`src/rtl/hazard_ctrl.sv`:
```
`default_nettype none
// ============================================================================
//  Module      : hazard_ctrl
//  Description : Pipeline sequencing controller for the 5-stage RV32I core.
//                Produces hold (stall*) and bubble (flush*) controls for the
//                IF/ID, ID/EX, EX/MEM and MEM/WB registers. It resolves
//                load-use hazards, taken-branch redirects and
//                variable-latency data-memory accesses, and traps a hung
//                memory access after MEM_TIMEOUT wait cycles.
//  Ports       : CLK, NRST (async, active-low)
//                rs1D/rs2D/use_rs1D/use_rs2D : decode source operands
//                rdE/mem_loadE/reg_writeE     : execute destination / load
//                branch_takenE                : execute redirects the PC
//                mem_loadM/mem_storeM         : memory-stage access type
//                dmem_ready / dmem_req        : data memory handshake
//                stallF/D/E/M, flushD/E/W     : pipeline controls
//                mem_err                      : sticky timeout flag
//                stall_cnt                    : stall-cycle counter
//  Options     : HAZARD_PERF_CNT_EN builds the saturating stall counter;
//                without it stall_cnt is tied to zero.
//  Revision    : 1.0 - initial release
// ============================================================================
module hazard_ctrl #(
  parameter int unsigned MEM_TIMEOUT = 16
) (
  input  logic        CLK,
  input  logic        NRST,
  input  logic [4:0]  rs1D,
  input  logic [4:0]  rs2D,
  input  logic        use_rs1D,
  input  logic        use_rs2D,
  input  logic [4:0]  rdE,
  input  logic [2:0]  mem_loadE,
  input  logic        reg_writeE,
  input  logic        branch_takenE,
  input  logic [2:0]  mem_loadM,
  input  logic [1:0]  mem_storeM,
  input  logic        dmem_ready,
  output logic        dmem_req,
  output logic        stallF,
  output logic        stallD,
  output logic        stallE,
  output logic        stallM,
  output logic        flushD,
  output logic        flushE,
  output logic        flushW,
  output logic        mem_err,
  output logic [31:0] stall_cnt
);

  typedef enum logic [1:0] {
    INIT = 2'd0,
    RUN  = 2'd1,
    MEMW = 2'd2,
    ERR  = 2'd3
  } state_t;

  localparam logic [7:0] TIMEOUT_CNT = 8'(MEM_TIMEOUT);

  state_t     state_q, state_d;
  logic [7:0] wait_cnt_q, wait_cnt_d;
  logic       mem_err_q, mem_err_d;
  logic       memopM;
  logic       load_use;

  assign memopM = (mem_loadM != 3'd0) | (mem_storeM != 2'd0);

  // x0 is never a real dependency, so a load targeting it cannot stall.
  assign load_use = (mem_loadE != 3'd0) & reg_writeE & (rdE != 5'd0) &
                    ((use_rs1D & (rs1D == rdE)) | (use_rs2D & (rs2D == rdE)));

  always_ff @(posedge CLK or negedge NRST) begin
    if (!NRST) begin
      state_q    <= INIT;
      wait_cnt_q <= 8'd0;
      mem_err_q  <= 1'b0;
    end else begin
      state_q    <= state_d;
      wait_cnt_q <= wait_cnt_d;
      mem_err_q  <= mem_err_d;
    end
  end

  always_comb begin
    state_d    = state_q;
    wait_cnt_d = wait_cnt_q;
    mem_err_d  = mem_err_q;
    dmem_req   = 1'b0;
    stallF     = 1'b0;
    stallD     = 1'b0;
    stallE     = 1'b0;
    stallM     = 1'b0;
    flushD     = 1'b0;
    flushE     = 1'b0;
    flushW     = 1'b0;

    unique case (state_q)
      INIT: begin
        // One bubble cycle clears whatever the pipeline registers hold.
        flushD  = 1'b1;
        flushE  = 1'b1;
        flushW  = 1'b1;
        state_d = RUN;
      end

      RUN: begin
        dmem_req = memopM;
        if (memopM && !dmem_ready) begin
          stallF     = 1'b1;
          stallD     = 1'b1;
          stallE     = 1'b1;
          stallM     = 1'b1;
          flushW     = 1'b1;
          wait_cnt_d = 8'd1;
          state_d    = MEMW;
        end else if (branch_takenE) begin
          // Wrong-path instructions in D and E are discarded; any load-use
          // match involves a squashed instruction and is irrelevant.
          flushD = 1'b1;
          flushE = 1'b1;
        end else if (load_use) begin
          stallF = 1'b1;
          stallD = 1'b1;
          flushE = 1'b1;
        end
      end

      MEMW: begin
        dmem_req = 1'b1;
        if (dmem_ready) begin
          // Pipeline advances; hazards are re-evaluated next cycle in RUN.
          state_d = RUN;
        end else begin
          stallF = 1'b1;
          stallD = 1'b1;
          stallE = 1'b1;
          stallM = 1'b1;
          flushW = 1'b1;
          if (wait_cnt_q == TIMEOUT_CNT) begin
            state_d   = ERR;
            mem_err_d = 1'b1;
          end else begin
            wait_cnt_d = wait_cnt_q + 8'd1;
          end
        end
      end

      ERR: begin
        stallF = 1'b1;
        stallD = 1'b1;
        stallE = 1'b1;
        stallM = 1'b1;
        flushW = 1'b1;
      end

      default: state_d = INIT;
    endcase
  end

  assign mem_err = mem_err_q;

`ifdef HAZARD_PERF_CNT_EN
  logic [31:0] stall_cnt_q, stall_cnt_d;

  always_comb begin
    stall_cnt_d = stall_cnt_q;
    if (stallF && (stall_cnt_q != 32'hFFFF_FFFF)) begin
      stall_cnt_d = stall_cnt_q + 32'd1;
    end
  end

  always_ff @(posedge CLK or negedge NRST) begin
    if (!NRST) begin
      stall_cnt_q <= 32'd0;
    end else begin
      stall_cnt_q <= stall_cnt_d;
    end
  end

  assign stall_cnt = stall_cnt_q;
`else
  assign stall_cnt = 32'd0;
`endif

endmodule
`default_nettype wire

```
`config.mk`:
```
export PLATFORM = sky130hd
export DESIGN_NAME = hazard_ctrl
export DESIGN_NICKNAME = d
export VERILOG_FILES = /design/src/rtl/hazard_ctrl.sv
export SDC_FILE = /design/constraint.sdc
export NUM_CORES = 1
export LEC_CHECK = 0
export BUFFER_PORTS_ARGS = -buffer_cell sky130_fd_sc_hd__buf_4
export CELL_PAD_IN_SITES_DETAIL_PLACEMENT = 1
export CELL_PAD_IN_SITES_GLOBAL_PLACEMENT = 1
export CORE_UTILIZATION = 27
export DETAILED_ROUTE_END_ITERATION = 8
export GPL_TIMING_DRIVEN = 0
export HOLD_SLACK_MARGIN = 0.05
export PLACE_DENSITY = 0.84
export RECOVER_POWER = 100
export SYNTH_ARGS = -nofsm -noshare
export SYNTH_HDL_FRONTEND = slang
export SYNTH_SLANG_ARGS = --single-unit
```
`constraint.sdc`:
```
create_clock -name CLK -period 2.3 [get_ports CLK]
set_clock_uncertainty 0.2 [all_clocks]
set_input_delay 0.23 -clock CLK [delete_from_list [all_inputs] [get_ports CLK]]
set_output_delay 0.23 -clock CLK [all_outputs]
set_load 0.02 [all_outputs]
```
==> reports/metrics.yaml, run 1 <==
path_clk_slew_ps: 50
start_kind: "flop"
tns_ps: 0
combPwrFrac_pct: 71.1
drive_gt1_share_pct: 44.6
pin_count: 71
crit_path_end_kind: "flop"
antenna_found_initial: 0
final_util_pct: 44.9
status: "completed"
power_frac_clock_pct: 12.1
syn_to_final_growth_pct: 55.7
power_density_mw_per_mm2: 890
track_usage_pct: 14.3
drtIter0Drc: 63
clock.fmax_ghz: 0.448
cap_viol_max_count: 0
finalSetupViolCount: 0
htreeDepth: 1
clockRootBuffer: "clkbuf_8"
r2r_slack_ps: 70
hold_violations: 0
synth_cell_types: 37
finalNetCount: 262
cts_buffers: 3
reg2regPathDepth: 8
dp_hpwl_um: 2650
die-area_mm2: 0.00467
drt-vias-per-instance: 4.31
dr.pass1.iters: 4
relSlewSlack_pct: 44.5
rows: 23
critPathArrivalTime_ps: 2200
clk_latency_ps: 240
p_sw_share_pct: 44.0
crit_type: "flop to flop"
place.gp.congestion: 0.793
synth-seq-cells: 11
core_mm2: 0.00412
drt-total-wl_um: 3390
cts_tree: "built"
fin_hold_ws_ps: 198
hold_class: "input port to flop"
die_x_um: 68.3
worstMarginPinSlew_ps: 821
port_buffers: 38
finalMaxSlewViolations: 0
grt_pass1_vias: 1099
netlist_area_mm2: 0.00119
hold_end: "wait_cnt_q[2]"
drc: 0
r2r_end: "wait_cnt_q[6]"
whs_path_depth: 3
switchingPower_uw: 724
num_antenna_cells: 0
grt_max_degree: 12
power_frac_seq_pct: 16.8
grt_overflow: 0
ys_warn_count: 0
routedWlPerCell_um: 12.4
irDropWorstVdd_v: 0.000344
start_util_pct: 28.9
p_leak_uw: 0.000946
clock_path_buffers: 2
avgSynthCellArea_um2: 8.48
crit_path_max_fanout: 7
seq_area_frac_synth_pct: 23.2
drtAntennaViolNets: 0
fin_crit_sh_pct: 97.0
r2r_start: "state_q[1]"
cts_sinks: 11
required_ps: 2270
syn_inst: 140
finalInstanceArea_mm2: 0.00185
hp-start: "dmem_ready"
fin_crit_ps: 2230
grt_pass1_wl_um: 4990
die_y_um: 68.3
placed_cell_area_mm2: 0.00167
internal_power_uw: 921
dr_total_vias: 1182
==> layer usage <==
metal / vias to the layer above / part of all wire, % / GRT usage, %
met2: 26 / 55 / 27.9
met5: - / 0 / 0
met3: 6 / 2.2 / 1.50
met1: 566 / 41 / 15.4
met4: 0 / 2.1 / 5.47
li1: 584 / - / -
==> cell usage in the layout, fill, tap and decap left out, types with 3 or more instances in the layout <==
cell type,n
ha_1,5
buf_4,79
nand2_1,9
nand4_1,4
mux2i_1,3
xnor2_1,10
clkbuf_8,3
nor2_1,8
clkbuf_1,3
dfrtp_1,11
xor2_1,3
a21oi_1,3
conb_1,32
nand3_1,8
nor3_1,3
inv_1,3
==> metrics by stage <==
stage,setup WS (ps),power [uW],std cells
2_1_floorplan,40.7,950,171
3_3_place_gp,-55.7,1230,259
3_5_place_dp,-112,1260,259
4_1_cts,-71.3,1480,265
5_1_grt,-28.6,1760,274
6_report,69.8,1650,274
==> final cells by class <==
| cell class | count | area [um2] |
|---|---|---|
| buffer | 36 | 278 |
| clock buffer | 4 | 45.0 |
| fill | 509 | 2270 |
| inverter | 4 | 15.0 |
| multi-input combinational | 120 | 813 |
| sequential | 11 | 275 |
| tap | 50 | 62.6 |
| timing repair buffer | 49 | 360 |
==> worst max path at each step <==
stage | startpoint | endpoint | slack, ps
5_1_grt | state_q[0] | wait_cnt_q[6] | -30
6_report | state_q[1] | wait_cnt_q[6] | 70
4_1_cts | state_q[0] | stallF | -70
3_5_place_dp | state_q[1] | wait_cnt_q[6] | -110
3_3_place_gp | state_q[1] | wait_cnt_q[6] | -60
2_1_floorplan | state_q[0] | stallF | 40
==> cells by family (layout without fill, tap and decap cells) <==
logic type | after synthesis | count (layout) | synth area share [%]
DFF | 11 | 11 | 23.2
adders and majority gates | 7 | 7 | 7.38
buffers and inverters | 40 | 93 | 24.0
and+or+nand+nor | 47 | 47 | 21.2
muxes | 3 | 3 | 2.53
xor gates and xnor gates | 13 | 13 | 9.59
AOI/OAI and AO/OA | 18 | 18 | 11.8
other | 1 | 32 | 0.316
==> worst max-delay path: stages (launching register included) <==
cell      delay, ps
dfrtp_1         410
inv_2           100
ha_4            140
buf_6           130
nor2_2           60
a311oi_4        330
nand2_4         120
or4_4           530
a21oi_2         120
==> flip-flops by register name, summed over array words and instances (netlist names) <==
name / count
wait_cnt_q: 8
state_q: 2
mem_err: 1
==> cells in the mapped netlist (all sizes together) <==
master / number / area share (%)
nor4b: 1 / 0.74
nand2: 10 / 3.8
or4: 1 / 0.63
o21a: 1 / 0.63
mux2i: 3 / 2.5
conb: 1 / 0.32
nor4: 1 / 0.53
nand4b: 1 / 0.74
nor3: 4 / 1.7
nor2b: 3 / 1.6
a211oi: 1 / 0.63
and2: 1 / 0.53
o21ai: 2 / 0.84
dfrtp: 11 / 23
nand3: 8 / 3.4
o31ai: 3 / 1.9
or4b: 1 / 0.84
xor2: 3 / 2.2
and3: 1 / 0.53
a21o: 1 / 0.63
nor2: 9 / 3.1
o22ai: 1 / 0.53
clkbuf: 1 / 0.32
a31o: 1 / 0.74
nand4: 4 / 2.1
nand2b: 2 / 1.1
inv: 4 / 1.3
ha: 7 / 7.4
buf: 35 / 22
a21oi: 5 / 2.1
xnor2: 10 / 7.4
a311oi: 1 / 2.2
a41o: 1 / 0.84
a22o: 1 / 0.74
==> power by group through the flow <==
stage                     Clock, uW  Combinational, uW  Sequential, uW
after floorplan                   0                683             268
after global placement            0                953             276
after detailed placement          0                977             281
after CTS                       205                996             278
after global routing            213               1270             282
final                           200               1170             276
==> what timing repair did <==
action                     in CTS  in global routing
hold buffers                    1                  0
setup endpoints to repair       7                  7
gates cloned                    0                  1
pin swaps                       1                  4
hold endpoints to repair       11                  0
resized for setup               2                 15
setup buffers                   1                  8
Note: power is estimated with default switching activity, not from simulation.
==> inputs of run 2 (changes only) <==
==> constraint.sdc (replaced) <==
create_clock -name CLK -period 1.9 [get_ports CLK]
set_clock_uncertainty 0.2 [all_clocks]
set_input_delay 0.19 -clock CLK [delete_from_list [all_inputs] [get_ports CLK]]
set_output_delay 0.19 -clock CLK [all_outputs]
set_load 0.02 [all_outputs]
==> run 2 against run 1 <==
Net effect: the run now ends with setup timing left; sequential power increased by 29%; final cell count up 4.0%; sequential cell count is the same; register-to-register slack worse by 260 ps; via count is 8.4% higher; highest routed layer unchanged.
==> reports/metrics.yaml, run 2 (synthesis results as in run 1) <==
start_util_pct: 28.9  # unchanged
reg2regPathDepth: 7  # was 8
r2r_slack_ps: -190  # was 70 ps
grt_max_degree: 12  # unchanged
clock.fmax_ghz: 0.470
drt-vias-per-instance: 4.49  # was 4.31
finalMaxSlewViolations: 0  # unchanged
violations: "setup timing"
hold_violations: 0  # unchanged
die-area_mm2: 0.00467  # unchanged
fin_crit_ps: 2130
regMostFlops: "wait_cnt_q"  # unchanged
final_util_pct: 49.7  # was 44.9%
endpoint: "stallE"  # was wait_cnt_q[6]
drt-total-wl_um: 4150  # was 3390 um
finalNetCount: 273  # was 262
status: "finished with violations"  # was completed
cts_sinks: 11  # unchanged
crit_path_end_kind: "primary output"  # was flop
drc: 0  # unchanged
clock_path_buffers: 2  # unchanged
place.gp.congestion: 0.813  # was 0.793
routedWlPerCell_um: 14.6  # was 12.4 um
r2r_start: "state_q[1]"  # unchanged
setup_slack_ps: -229  # was 69.8 ps
grt_overflow: 0  # unchanged
irDropWorstVdd_v: 0.000359  # was 0.000344 V
final_cell_mix: "buf_4 (84), conb_1 (32), xnor2_1 (10)"  # was buf_4 (79), conb_1 (32), dfrtp_1 (11)
grt_pass1_vias: 1207  # was 1099
crit_type: "flop to primary output"  # was flop to flop
dr.pass1.iters: 4  # unchanged
dr_total_vias: 1281  # was 1182
hold_class: "input port to flop"  # unchanged
htreeDepth: 1  # unchanged
cts_tree: "built"  # unchanged
drtIter0Drc: 77  # was 63
mostFrequentLayoutCell: "buf_4"  # unchanged
drtAntennaViolNets: 0  # unchanged
rsz0062_at_grt: "true"
pin_count: 71  # unchanged
dp_hpwl_um: 2650  # about the same
cts_buffers: 3  # unchanged
relSlewSlack_pct: 59.4  # was 44.5%
largest_register_ffs: 8  # unchanged
track_usage_pct: 16.5  # was 14.3%
fin_hold_ws_ps: 146  # was 198 ps
die_x_um: 68.3  # unchanged
critPathArrivalTime_ps: 1740  # was 2200 ps
finalSetupViolCount: 15  # was 0
grt_pass1_wl_um: 5620  # was 4990 um
crit_start: "state_q[1]"  # unchanged
rows: 23  # unchanged
port_buffers: 38  # unchanged
fin_crit_sh_pct: 112
antenna_found_initial: 0  # unchanged
num_antenna_cells: 0  # unchanged
clk_latency_ps: 240  # about the same
clockRootBuffer: "clkbuf_8"  # unchanged
crit_path_max_fanout: 6  # was 7
core_mm2: 0.00412  # unchanged
cap_viol_max_count: 0  # unchanged
drive_gt1_share_pct: 51.5  # was 44.6%
path_clk_slew_ps: 50  # about the same
power_density_mw_per_mm2: 1170  # was 890 mW/mm2
worstMarginPinSlew_ps: 609  # was 821 ps
syn_to_final_growth_pct: 72.4  # was 55.7%
r2r_end: "wait_cnt_q[3]"  # was wait_cnt_q[6]
p_leak_uw: 0.00103  # was 0.000946 uW
required_ps: 1510  # was 2270 ps
start_kind: "flop"  # unchanged
die_y_um: 68.3  # unchanged
-- run 2: area by class of cell --
type | instances | area [um2]
buffer | 35 | 284
multi-input combinational | 120 | 881
timing repair buffer | 61 | 479
inverter | 4 | 17.5
clock buffer | 4 | 45.0
sequential | 11 | 278
tap | 50 | 62.6
fill | 498 | 2070
-- run 2: worst max-delay path: stages (launching register included) --
cell and delay, ps:
dfrtp_2 420, buf_4 150, ha_4 170, clkbuf_16 160, a21oi_4 150, o31ai_4 70
buf_4 140, buf_4 120, buf_6 120
-- run 2: timing repair --
action,CTS,global route
setup buffers,12,10
hold buffers,1,0
gates resized for setup,18,11
pin swaps,9,8
setup endpoints to repair,18,17
hold endpoints to repair,11,0
-- run 2: metal layers --
layer | up-vias | routed length [um] | track usage [%]
met5 | - | 0 | 0
met1 | 610 | 1540 | 17.7
met4 | 0 | 118 | 7.81
met2 | 56 | 2280 | 29.8
met3 | 12 | 207 | 4.00
li1 | 603 | - | -
-- run 2: worst min-delay path by stage --
stage / from / end / slack, ps / cells past startpoint
6_report: dmem_ready / wait_cnt_q[6] / 150 / 3
5_1_grt: dmem_ready / wait_cnt_q[6] / 170 / 3
4_1_cts: NRST / wait_cnt_q[7] / 120 / 2
3_5_place_dp: NRST / wait_cnt_q[7] / -170 / 1
3_3_place_gp: NRST / wait_cnt_q[4] / -170 / 1
2_1_floorplan: NRST / mem_err / -310 / 0
-- run 2: power breakdown --
group	leakage, uW	internal [uW]	switching [uW]
clock	0.0000228	147	89.7
combinational	0.000861	938	872
sequential	0.000142	286	70.7
total	0.00103	1370	1030
-- run 2: metrics by stage --
step | setup slack, ps | instance area, um2 | std cells | TNS [ps] | total power (uW)
2_1_floorplan | -110 | 1370 | 171 | -309 | 1230
3_3_place_gp | -248 | 1720 | 259 | -1410 | 1570
3_5_place_dp | -315 | 1720 | 259 | -2310 | 1620
4_1_cts | -211 | 1930 | 275 | -1820 | 2140
5_1_grt | -304 | 2050 | 285 | -3390 | 2530
6_report | -229 | 2050 | 285 | -1930 | 2400
==> inputs of run 3 (changes only) <==
--- a/config.mk
+++ b/config.mk
@@ -12,7 +12,7 @@
 export DETAILED_ROUTE_END_ITERATION = 8
 export GPL_TIMING_DRIVEN = 0
 export HOLD_SLACK_MARGIN = 0.05
-export PLACE_DENSITY = 0.84
+export PLACE_DENSITY_LB_ADDON = 0.1
 export RECOVER_POWER = 100
 export SYNTH_ARGS = -nofsm -noshare
 export SYNTH_HDL_FRONTEND = slang
==> run 3 against run 2 <==
Net effect: the run still ends with setup timing left; largest power group unchanged; critical path depth is the same; first-iteration DRC count shrank 81%; power decreased by 6.9%; non-clock buffer count down 8; combinational power fell by 9%; sequential share of layout area up 0.43 points; sequential cell count is the same; final area shrank 3.1%; sequential power about the same; register-to-register slack better by 40 ps; critical path type unchanged; via count down 4.8%; final cell count down 2.8%.
==> reports/metrics.yaml, run 3 (synthesis results as in run 1) <==
p_sw_share_pct: 42.4  # was 42.9%
die-area_mm2: 0.00467  # unchanged
setup_slack_ps: -172  # was -229 ps
power_density_mw_per_mm2: 1130  # was 1170 mW/mm2
relSlewSlack_pct: 58.2  # was 59.4%
whs_path_depth: 3  # unchanged
finalSetupViolCount: 13  # was 15
hold_violations: 0  # unchanged
crit_path_end_kind: "primary output"  # unchanged
rows: 23  # unchanged
wl_met1_um: 1290  # was 1540 um
p_leak_uw: 0.000987  # was 0.00103 uW
top_layer: "met4"  # unchanged
start_util_pct: 28.9  # unchanged
drc: 0  # unchanged
clock.fmax_ghz: 0.483  # was 0.470 GHz
start_kind: "flop"  # unchanged
cp_num_buf_inv: 4  # was 5
cts_buffers: 3  # unchanged
port_buffers: 38  # unchanged
dpl.cell_count: 259  # unchanged
cp_slowest_cell: "dfrtp_2"  # unchanged
mostFrequentLayoutCell: "buf_4"  # unchanged
layout.cells.non_filler: 277  # was 285
drtIter0Drc: 15  # was 77
total_power_uw: 2240  # was 2400 uW
irDropWorstVdd_v: 0.000397  # was 0.000359 V
hp-start: "dmem_ready"  # unchanged
fin_crit_sh_pct: 109  # was 112%
core_mm2: 0.00412  # unchanged
crit_top_cell: "buf_6"  # was buf_4
grt_overflow: 0  # unchanged
wl_met3_um: 293  # was 207 um
finalNetCount: 265  # was 273
r2r_slack_ps: -150  # was -190 ps
hold_end: "wait_cnt_q[2]"  # was wait_cnt_q[6]
grt_pass1_vias: 1174  # was 1207
drive_gt1_share_pct: 47.6  # was 51.5%
combPwrFrac_pct: 73.2  # was 75.3%
path_clk_slew_ps: 50  # about the same
grt_pass1_wl_um: 5090  # was 5620 um
final_util_pct: 48.2  # was 49.7%
final_cell_mix: "buf_4 (76), conb_1 (32), xnor2_1 (10)"  # was buf_4 (84), conb_1 (32), xnor2_1 (10)
finalMaxSlewViolations: 0  # unchanged
largest_register_ffs: 8  # unchanged
fin_crit_ps: 2070  # was 2130 ps
track_usage_pct: 14.7  # was 16.5%
dp_hpwl_um: 2580  # was 2650 um
clk_latency_ps: 250  # was 240 ps
pin_count: 71  # unchanged
critPathArrivalTime_ps: 1680  # was 1740 ps
crit_chain: "inv_4 > ha_4 > clkbuf_16 > a21oi_4 > o31ai_4 > nand2b_4 > buf_6 > buf_6"  # was buf_4 > ha_4 > clkbuf_16 > a21oi_4 > o31ai_4 > buf_4 > buf_4 > buf_6
tns_ps: -1190  # was -1930 ps
power_frac_seq_pct: 16.0  # was 14.9%
crit_path_max_fanout: 6  # unchanged
r2r_start: "state_q[1]"  # unchanged
critical_path_depth: 8  # unchanged
switchingPower_uw: 948  # was 1030 uW
power_frac_clock_pct: 10.8  # was 9.9%
grt_max_degree: 12  # unchanged
cap_viol_max_count: 0  # unchanged
drt-vias-per-instance: 4.40  # was 4.49
r2r_end: "wait_cnt_q[3]"  # unchanged
required_ps: 1510  # about the same
dr.pass1.iters: 4  # unchanged
place.gp.congestion: 0.803  # was 0.813
reg2regPathDepth: 7  # unchanged
rsz0062_at_grt: "true"  # unchanged
routedWlPerCell_um: 12.9  # was 14.6 um
crit_type: "flop to primary output"  # unchanged
num_antenna_cells: 0  # unchanged
violations: "setup timing"  # unchanged
cts_tree: "built"  # unchanged
hold_class: "input port to flop"  # unchanged
wl_met2_um: 1920  # was 2280 um
clock_path_buffers: 2  # unchanged
syn_to_final_growth_pct: 67.1  # was 72.4%
cts_sinks: 11  # unchanged
internal_power_uw: 1290  # was 1370 uW
die_y_um: 68.3  # unchanged
drtAntennaViolNets: 0  # unchanged
regMostFlops: "wait_cnt_q"  # unchanged
cp_slowest_stage_delay_ps: 450  # was 420 ps
cp_top_family: "flip-flops"  # was buffers and inverters
htreeDepth: 1  # unchanged
clockRootBuffer: "clkbuf_8"  # unchanged
dr_total_vias: 1220  # was 1281
die_x_um: 68.3  # unchanged
worstMarginPinSlew_ps: 627  # was 609 ps
drt-total-wl_um: 3570  # was 4150 um
antenna_found_initial: 0  # unchanged
status: "finished with violations"  # unchanged
==> run 3: cell types whose count changed in the layout (fill, tap and decap cells not counted), sizes merged <==
cell and delta:
buf -8
==> run 3: through the flow <==
stage | setup WS, ps | hold WS, ps | cell area [um2]
after floorplan | -110 | -306 | 1370
after global placement | -224 | -168 | 1720
after detailed placement | -262 | -167 | 1720
after CTS | -189 | 122 | 1920
after global routing | -266 | 160 | 1980
final | -172 | 134 | 1980
==> run 3: final cells by class <==
class / instances / area [um2]
buffer: 35 / 288
fill: 524 / 2130
multi-input combinational: 120 / 870
clock buffer: 4 / 45.0
timing repair buffer: 53 / 424
tap: 50 / 62.6
sequential: 11 / 278
inverter: 4 / 17.5
==> run 3: power by group through the flow <==
stage / clock, uW / combinational [uW] / sequential [uW]
CTS: 248 / 1510 / 354
detailed placement: 0 / 1240 / 351
floorplan: 0 / 891 / 337
finish: 241 / 1640 / 358
global route: 260 / 1760 / 370
global placement: 0 / 1220 / 348
==> run 3: worst reg2reg max path, stage by stage, from the launching register on <==
cell and delay (ps):
dfrtp_2 440, inv_2 120, ha_4 220, nor2_4 50, a311oi_4 280, nand2_4 110
or4b_1 470, nand3_1 90
==> run 3: repair_timing <==
item | CTS | global route
buffers inserted | 11 | 3
endpoints found under the setup margin | 18 | 18
hold buffers | 1 | 0
endpoints found under the hold margin | 11 | 0
pin swaps | 8 | 2
gates resized for setup | 17 | 7
==> run 3: worst max path at each step <==
stage                                to  startpoint
after floorplan           wait_cnt_q[3]  state_q[1]
after global placement    wait_cnt_q[6]  state_q[1]
after detailed placement  wait_cnt_q[6]  state_q[1]
after CTS                 wait_cnt_q[6]  state_q[1]
after global routing      wait_cnt_q[3]  state_q[1]
final                            stallF  state_q[0]
==> run 3: metal layers <==
| metal | GRT usage [%] | vias up |
|---|---|---|
| li1 | - | 587 |
| met1 | 15.7 | 569 |
| met2 | 27.9 | 60 |
| met3 | 2.50 | 4 |
| met4 | 6.25 | 0 |
| met5 | 0 | - |
